<file path="config.mk">
export PLATFORM = sky130hd
export DESIGN_NAME = hazard_stall_ctrl
export DESIGN_NICKNAME = d
export VERILOG_FILES = /design/src/rtl/hazard_stall_ctrl.sv
export SDC_FILE = /design/constraint.sdc
export NUM_CORES = 1
export LEC_CHECK = 0
export ABC_AREA = 0
export BUFFER_PORTS_ARGS = -buffer_cell sky130_fd_sc_hd__buf_2
export CAP_MARGIN = 20
export CELL_PAD_IN_SITES_DETAIL_PLACEMENT = 0
export CELL_PAD_IN_SITES_GLOBAL_PLACEMENT = 1
export CORE_MARGIN = 2
export CORE_UTILIZATION = 30
export DETAILED_ROUTE_END_ITERATION = 10
export PLACE_DENSITY = 0.8
export SYNTH_ARGS = -nofsm -noshare
export SYNTH_HDL_FRONTEND = slang
export SYNTH_SLANG_ARGS = --single-unit
</file>
<file path="constraint.sdc">
create_clock -name clk -period 3.76 [get_ports clk]
set_input_delay 0.564 -clock clk [delete_from_list [all_inputs] [get_ports clk]]
set_output_delay 0.564 -clock clk [all_outputs]
set_load 0.02 [all_outputs]
</file>
<file path="src/rtl/hazard_stall_ctrl.sv">
// Hazard detection and stall sequencing for the ID stage of the 5-stage RV32 pipeline.
// Also drives the branch-compare forwarding selects and keeps a saturating stall-cycle counter.
//
// state    | meaning
// ---------+-------------------------------------------------------------
// ST_RUN   | normal issue; hazards are checked and may start a stall
// ST_STALL | stall sequence in progress; r_cnt stall cycles remain
module hazard_stall_ctrl #(
   parameter int REG_AW    = 5,
   parameter int LU_STALLS = 1,
   parameter int AB_STALLS = 1,
   parameter int LB_STALLS = 2,
   parameter int CNT_W     = 16
) (
   input  logic              clk,
   input  logic              reset,
   input  logic [REG_AW-1:0] if_id_rs1,
   input  logic [REG_AW-1:0] if_id_rs2,
   input  logic              if_id_use_rs1,
   input  logic              if_id_use_rs2,
   input  logic              branch,
   input  logic              branch_taken,
   input  logic [REG_AW-1:0] id_ex_rd,
   input  logic              id_ex_mem_read,
   input  logic              id_ex_reg_write,
   input  logic [REG_AW-1:0] ex_mem_rd,
   input  logic              ex_mem_mem_read,
   input  logic              ex_mem_reg_write,
   input  logic [REG_AW-1:0] mem_wb_rd,
   input  logic              mem_wb_reg_write,
   input  logic              kill,
   output logic              pc_write,
   output logic              if_id_write,
   output logic              id_ex_bubble,
   output logic              if_id_flush,
   output logic [1:0]        rs1_fwd_sel,
   output logic [1:0]        rs2_fwd_sel,
   output logic [CNT_W-1:0]  stall_cycles
);

   typedef enum logic {
      ST_RUN   = 1'b0,
      ST_STALL = 1'b1
   } state_t;

   localparam logic [1:0]       LU_N    = 2'(LU_STALLS);
   localparam logic [1:0]       AB_N    = 2'(AB_STALLS);
   localparam logic [1:0]       LB_N    = 2'(LB_STALLS);
   localparam logic [1:0]       LM_N    = 2'(LB_STALLS - 1);
   localparam logic [REG_AW-1:0] REG_X0 = '0;
   localparam logic [CNT_W-1:0] CNT_ONE = CNT_W'(1);
   localparam logic [CNT_W-1:0] CNT_MAX = '1;

   state_t            r_state;
   state_t            w_state_nxt;
   logic [1:0]        r_cnt;
   logic [1:0]        w_cnt_nxt;
   logic [CNT_W-1:0]  r_stall_cycles;

   logic              w_id_ex_hit;
   logic              w_ex_mem_hit;
   logic [1:0]        w_haz_n;
   logic              w_stall;
   logic [1:0]        w_rs1_fwd;
   logic [1:0]        w_rs2_fwd;

   function automatic logic f_match(input logic [REG_AW-1:0] rd,
                                    input logic [REG_AW-1:0] rs,
                                    input logic              use_src);
      return use_src && (rd != REG_X0) && (rd == rs);
   endfunction

   function automatic logic [1:0] f_fwd(input logic [REG_AW-1:0] rs,
                                        input logic              use_src);
      logic [1:0] sel;
      sel = 2'b00;
      if (branch) begin
         if (ex_mem_reg_write && !ex_mem_mem_read && f_match(ex_mem_rd, rs, use_src))
            sel = 2'b01;
         else if (mem_wb_reg_write && f_match(mem_wb_rd, rs, use_src))
            sel = 2'b10;
      end
      return sel;
   endfunction

   assign w_id_ex_hit  = f_match(id_ex_rd, if_id_rs1, if_id_use_rs1)
                       | f_match(id_ex_rd, if_id_rs2, if_id_use_rs2);
   assign w_ex_mem_hit = f_match(ex_mem_rd, if_id_rs1, if_id_use_rs1)
                       | f_match(ex_mem_rd, if_id_rs2, if_id_use_rs2);

   assign w_rs1_fwd = f_fwd(if_id_rs1, if_id_use_rs1);
   assign w_rs2_fwd = f_fwd(if_id_rs2, if_id_use_rs2);

   // Stall length of the highest-priority hazard; 0 means no stall.
   always_comb begin
      w_haz_n = 2'd0;
      if (branch && id_ex_mem_read && id_ex_reg_write && w_id_ex_hit)
         w_haz_n = LB_N;
      else if (branch && !id_ex_mem_read && id_ex_reg_write && w_id_ex_hit)
         w_haz_n = AB_N;
      else if (branch && ex_mem_mem_read && ex_mem_reg_write && w_ex_mem_hit)
         w_haz_n = LM_N;
      else if (!branch && id_ex_mem_read && id_ex_reg_write && w_id_ex_hit)
         w_haz_n = LU_N;
   end

   assign w_stall = !reset && !kill &&
                    ((r_state == ST_STALL) || (w_haz_n != 2'd0));

   always_ff @(posedge clk) begin
      if (reset) begin
         r_state        <= ST_RUN;
         r_cnt          <= 2'd0;
         r_stall_cycles <= '0;
      end else begin
         r_state <= w_state_nxt;
         r_cnt   <= w_cnt_nxt;
         if (w_stall && (r_stall_cycles != CNT_MAX))
            r_stall_cycles <= r_stall_cycles + CNT_ONE;
      end
   end

   always_comb begin
      w_state_nxt = r_state;
      w_cnt_nxt   = r_cnt;
      if (kill) begin
         w_state_nxt = ST_RUN;
         w_cnt_nxt   = 2'd0;
      end else begin
         case (r_state)
            ST_RUN: begin
               if (w_haz_n > 2'd1) begin
                  w_state_nxt = ST_STALL;
                  w_cnt_nxt   = w_haz_n - 2'd1;
               end else begin
                  w_state_nxt = ST_RUN;
                  w_cnt_nxt   = 2'd0;
               end
            end
            ST_STALL: begin
               if (r_cnt <= 2'd1) begin
                  w_state_nxt = ST_RUN;
                  w_cnt_nxt   = 2'd0;
               end else begin
                  w_cnt_nxt = r_cnt - 2'd1;
               end
            end
            default: begin
               w_state_nxt = ST_RUN;
               w_cnt_nxt   = 2'd0;
            end
         endcase
      end
   end

   always_comb begin
      pc_write     = 1'b1;
      if_id_write  = 1'b1;
      id_ex_bubble = 1'b0;
      if_id_flush  = 1'b0;
      rs1_fwd_sel  = 2'b00;
      rs2_fwd_sel  = 2'b00;
      if (reset) begin
         pc_write = 1'b1;
      end else if (kill) begin
         id_ex_bubble = 1'b1;
         if_id_flush  = 1'b1;
         rs1_fwd_sel  = w_rs1_fwd;
         rs2_fwd_sel  = w_rs2_fwd;
      end else if (w_stall) begin
         pc_write     = 1'b0;
         if_id_write  = 1'b0;
         id_ex_bubble = 1'b1;
      end else begin
         if_id_flush = branch && branch_taken;
         rs1_fwd_sel = w_rs1_fwd;
         rs2_fwd_sel = w_rs2_fwd;
      end
   end

   assign stall_cycles = r_stall_cycles;

endmodule

</file>
# [Yosys cells after proc, flatten, opt, wreduce, memory -nomap -nowiden]
# Index checks and enable logic that the tools add are counted.
[op_classes] n_addsub=3 n_mul=0 div_mod_pow=0 magnitude_cmp=2 eq_ne=7 shift=0 muxes=31 bitwise_logic=3 reduce_logical=44
[op_table] op="$logic_and 1x1->1" n=33
[op_table] op="$eq 5x5->1" n=6
[op_table] op="$mux 2" n=15
[op_table] op="$add 16x1->16 const B" n=1
[op_table] op="$ne 16x16->1 const B" n=1
[op_table] op="$reduce_bool 5->1" n=3
[op_table] op="$mux 1" n=14
[op_table] op="$logic_not 1->1" n=5
[op_table] op="$pmux 2 s2" n=1
[op_table] op="$sub 2x1->2 const B" n=2
[op_table] op="$gt 2x1->1 const B" n=1
[op_table] op="$le 2x1->1 const B" n=1
[op_table] op="$or 1x1->1" n=2
[op_table] op="$pmux 1 s2" n=1
[op_table] op="$reduce_bool 2->1" n=1
[op_table] op="$reduce_or 2->1" n=1
[op_table] op="$logic_or 1x1->1" n=1
[op_table] op="$not 1->1" n=1
[word_totals] register_bits=19 latchBits=0 ram_bits=0 rom_bits=0 inputBits=37 output_inout_bits=24 elab_cells=93 memories=0

# [Longest topological paths before layout]
[depth] ltp_word=15 depth_mapped=8 depth_no_buf=7

# [Worst setup path before layout]
# Ideal clock, no wire load.
[synth_timing] path_kind="in2out" startpoint="in ex_mem_rd[1]" endpoint="out rs1_fwd_sel[1]" arrival_ns=2.583 required_time_ns=3.196 setup_slack_ns=0.613 path_stages=6 path_cell_list="or4_1 nor2_2 nor3_1 o2111ai_4 a21boi_1 nor4_1"
[synth_between] elab_chain_cells=14
[synth_rtl] element="start: declaration" line="26" source="input logic [REG_AW-1:0] ex_mem_rd,"
[synth_rtl] element="$reduce_bool 5->1" line="70" source="return use_src && (rd != REG_X0) && (rd == rs);"
[synth_rtl] element="$logic_and 1x1->1 (2 in series)" line="70"
[synth_rtl] element="$or 1x1->1" line="89" source="| f_match(ex_mem_rd, if_id_rs2, if_id_use_rs2);"
[synth_rtl] element="$logic_and 1x1->1" line="101" source="else if (branch && ex_mem_mem_read && ex_mem_reg_write && w_ex_mem_hit)"
[synth_rtl] element="$mux 1" line="101"
[synth_rtl] element="$mux 1" line="99" source="else if (branch && !id_ex_mem_read && id_ex_reg_write && w_id_ex_hit)"
[synth_rtl] element="$mux 2" line="97" source="if (branch && id_ex_mem_read && id_ex_reg_write && w_id_ex_hit)"
[synth_rtl] element="$reduce_bool 2->1" line="108" source="((r_state == ST_STALL) || (w_haz_n != 2'd0));"
[synth_rtl] element="$logic_or 1x1->1" line="108"
[synth_rtl] element="$logic_and 1x1->1" line="107" source="assign w_stall = !reset && !kill &&"
[synth_rtl] element="$mux 2" line="170" source="end else if (w_stall) begin"
[synth_rtl] element="$mux 2 (*)" line="165" source="end else if (kill) begin"
[synth_rtl] element="$mux 2 (*)" line="163" source="if (reset) begin"
[synth_rtl] element="end: declaration" line="36" source="output logic [1:0] rs1_fwd_sel,"
# Mark *: on every way between the ends. The rest lies on a longest branch, timed or not.

# [Worst setup path after layout]
[layout_timing] startpoint="in id_ex_rd[1]" endpoint="out rs1_fwd_sel[0]"
[layout_between] elab_chain_cells=15
[layout_rtl] element="start: declaration" line="23" source="input logic [REG_AW-1:0] id_ex_rd,"
[layout_rtl] element="$reduce_bool 5->1" line="70"
[layout_rtl] element="$logic_and 1x1->1 (2 in series)" line="70"
[layout_rtl] element="$or 1x1->1 (*)" line="87" source="| f_match(id_ex_rd, if_id_rs2, if_id_use_rs2);"
[layout_rtl] element="$logic_and 1x1->1" line="103" source="else if (!branch && id_ex_mem_read && id_ex_reg_write && w_id_ex_hit)"
[layout_rtl] element="$mux 1" line="103"
[layout_rtl] element="$mux 1" line="101"
[layout_rtl] element="$mux 1" line="99"
[layout_rtl] element="$mux 2 (*)" line="97"
[layout_rtl] element="$reduce_bool 2->1 (*)" line="108"
[layout_rtl] element="$logic_or 1x1->1 (*)" line="108"
[layout_rtl] element="$logic_and 1x1->1 (*)" line="107"
[layout_rtl] element="$mux 2 (*)" line="170"
[layout_rtl] element="$mux 2 (*)" line="165"
[layout_rtl] element="$mux 2 (*)" line="163"
# Marked as above.

==> flow_summary.ini <==
[outcome]
status = complete, no violations

[yosys]
syn_nets = 211
postSynthCellCount = 173
synth-main-ff-cell = dfxtp_1
synthDistinctLibCells = 47
seq_area_frac_synth_pct = 26.1
synth_seq_cells = 19
synth_edf_count = 0
syn_area_mm2 = 0.00146
ys_warn_count = 0
syn_area_per_cell_um2 = 8.43
ys_async_sr_fraction_pct = 0

[power_and_ir_drop]
power_density_mw_per_mm2 = 236
total_leakage_power_nw = 0.731
ir_worst_vdd_mv = 0.187

[final_layout]
area_delta_synth_final_pct = 27.1
utilization_pct = 39.5
drive_gt1_share_pct = 33.9
diodes = 0
fin_nets = 272

[worst_setup_path]
crit_end = rs1_fwd_sel[0]
ff2ff_setup_slack_ps = 1490
cp_max_fo = 7
start_kind = input pin
r2r-start = stall_cycles[2]
rr_endpoint = stall_cycles[10]
crit_arrival_ps = 2560
crit_required_ps = 3200
crit_start = id_ex_rd[1]
path_class = in -> out
worstSetupEndpointType = output port
r2r_cells = 6

[global_routing]
grt_max_degree = 22
grt_pass1_wl_um = 6380
globalRouteOverflowTotal = 0
antenna_found_initial = 0
grt_use_total_pct = 15.0
grt_pass1_vias = 1381

[floorplan]
core_mm2 = 0.00469
rows = 25
die_h_um = 73.7
io_pins = 61
dieArea_mm2 = 0.00543
die_w_um = 73.7
initial_core_util_pct = 31.1

[clocking]
cts_buffers = 3
numClockSinks = 19
insertion_delay_ps = 260
cts_tree = built
h-tree-depth = 1
post_cts_buffers = 0
hold_buffers = 0
clk_pin_slew_worst_paths_ps = 80
ctsRootBufferMaster = clkbuf_8
clockBufferDepth = 2
cts_resized = 0

[sta]
clock_skew_ps = 1.35
min_period_over_period_pct = 83.1
hold_viol = 0
slew_violations = 0
rsz0062_at_grt = false
fin_setup_tns_ps = 0
fmax_mhz = 320
min_period_ps = 3120
setup_viol = 0
slew_headroom_pct = 68.5
max_slew.worst_pin.slew_ps = 470

[drt]
drt-initial-drc-count = 60
drt_wl_total_um = 3840
vias_per_cell = 5.08
routed-via-count = 1457
post-route-drc-count = 0
wl_per_cell_um = 13.4
drt_pass1_iterations = 4
postRouteAntennaNets = 0

[worst_hold_path]
hold_depth = 2
hp-class = reg -> reg

[placement]
place_hpwl_um = 3170
globalplace.congestion = 0.830
port_buffers = 60

[flow_run]
cap_violations = 0
[registers in the layout, indices dropped and copies added, names as in the netlist]
signal	flops
r_cnt	2
r_state	1
stall_cycles	16
[cell type report]
cell class                 count  area [um^2]
clock inverter                 1         5.00
fill                         493         2840
clock buffer                   3         41.3
tap                           54         67.6
timing repair buffer          60          300
sequential                    19          380
inverter                       7         26.3
multi-input combinational    143         1030
[critical path, stage by stage]
cell and delay (ps):
buf_2 120, or4_1 520, o21ai_1 160, nor2_1 70, a21oi_2 360, a21boi_1 250
nor3_1 290, buf_2 210
[power by group]
part / internal [W] / switching, W
logic: 0.0000396 / 0.0000478
clock network: 0.0000738 / 0.0000741
registers: 0.000201 / 0.000000165
total: 0.000314 / 0.000122
[worst min-delay path by stage]
stage | from | to | slack, ps
floorplan | r_cnt[0] | r_cnt[1] | 410
finish | r_cnt[0] | r_cnt[1] | 440
detailed placement | r_cnt[0] | r_cnt[1] | 420
global route | r_cnt[0] | r_cnt[1] | 470
global placement | r_cnt[0] | r_cnt[1] | 420
CTS | r_cnt[0] | r_cnt[1] | 440
[cells in the final DEF, fill, tap and decap left out, types with 3 or more instances in the layout]
| master | Yosys | final |
|---|---|---|
| nor4_1 | 5 | 5 |
| a21oi_1 | 7 | 7 |
| nor2_1 | 13 | 13 |
| mux2_2 | 3 | 3 |
| nor3_1 | 4 | 4 |
| nand3_1 | 9 | 9 |
| nor2b_1 | 5 | 5 |
| nand4_1 | 8 | 8 |
| dfxtp_1 | 19 | 19 |
| inv_1 | 7 | 7 |
| or4_1 | 4 | 4 |
| a21o_1 | 3 | 3 |
| o21ai_0 | 3 | 3 |
| clkbuf_8 | 0 | 3 |
| xor2_1 | 10 | 10 |
| xnor2_1 | 22 | 22 |
| buf_2 | 0 | 60 |
| nand2_1 | 12 | 12 |
[stage by stage]
step / worst slack [ps] / hold slack, ps / instances / instance area, um^2 / power, W
floorplan: 613 / 407 / 173 / 1460 / 0.000252
global placement: 672 / 416 / 283 / 1810 / 0.000294
detailed placement: 628 / 425 / 283 / 1810 / 0.000294
CTS: 618 / 436 / 287 / 1850 / 0.000445
global route: 442 / 469 / 287 / 1850 / 0.000459
finish: 636 / 436 / 287 / 1850 / 0.000437
[layer usage]
metal | GRT usage, % | vias up | wire length [um]
met5 | 0 | - | 0
li1 | - | 749 | -
met2 | 24.5 | 39 | 1820
met3 | 4.12 | 2 | 224
met4 | 2.42 | 0 | 27
met1 | 20.0 | 667 | 1770
[cells by family after synthesis]
logic type               synth area share [%]
buffers and inverters                    3.09
adder cells (fa/ha/maj)                 0.858
flip-flops                               26.1
AND/OR/NAND/NOR                          28.5
multiplexers                             4.72
XOR/XNOR                                 19.2
AO/OA/AOI/OAI                            17.5
[Yosys cell counts (3+ instances only)]
master	instances	area, um^2
nor3_1	4	20.0
mux2_2	3	33.8
dfxtp_1	19	380
nand3_1	9	45.0
nand4_1	8	50.1
or4_1	4	30.0
nor2_1	13	48.8
inv_1	7	26.3
a21o_1	3	22.5
a21oi_1	7	35.0
nand2_1	12	45.0
nor2b_1	5	31.3
nor4_1	5	31.3
xnor2_1	22	193
xor2_1	10	87.6
o21ai_0	3	15.0
clkbuf_1	3	11.3
No activity file was read; power rests on OpenSTA's default activity.
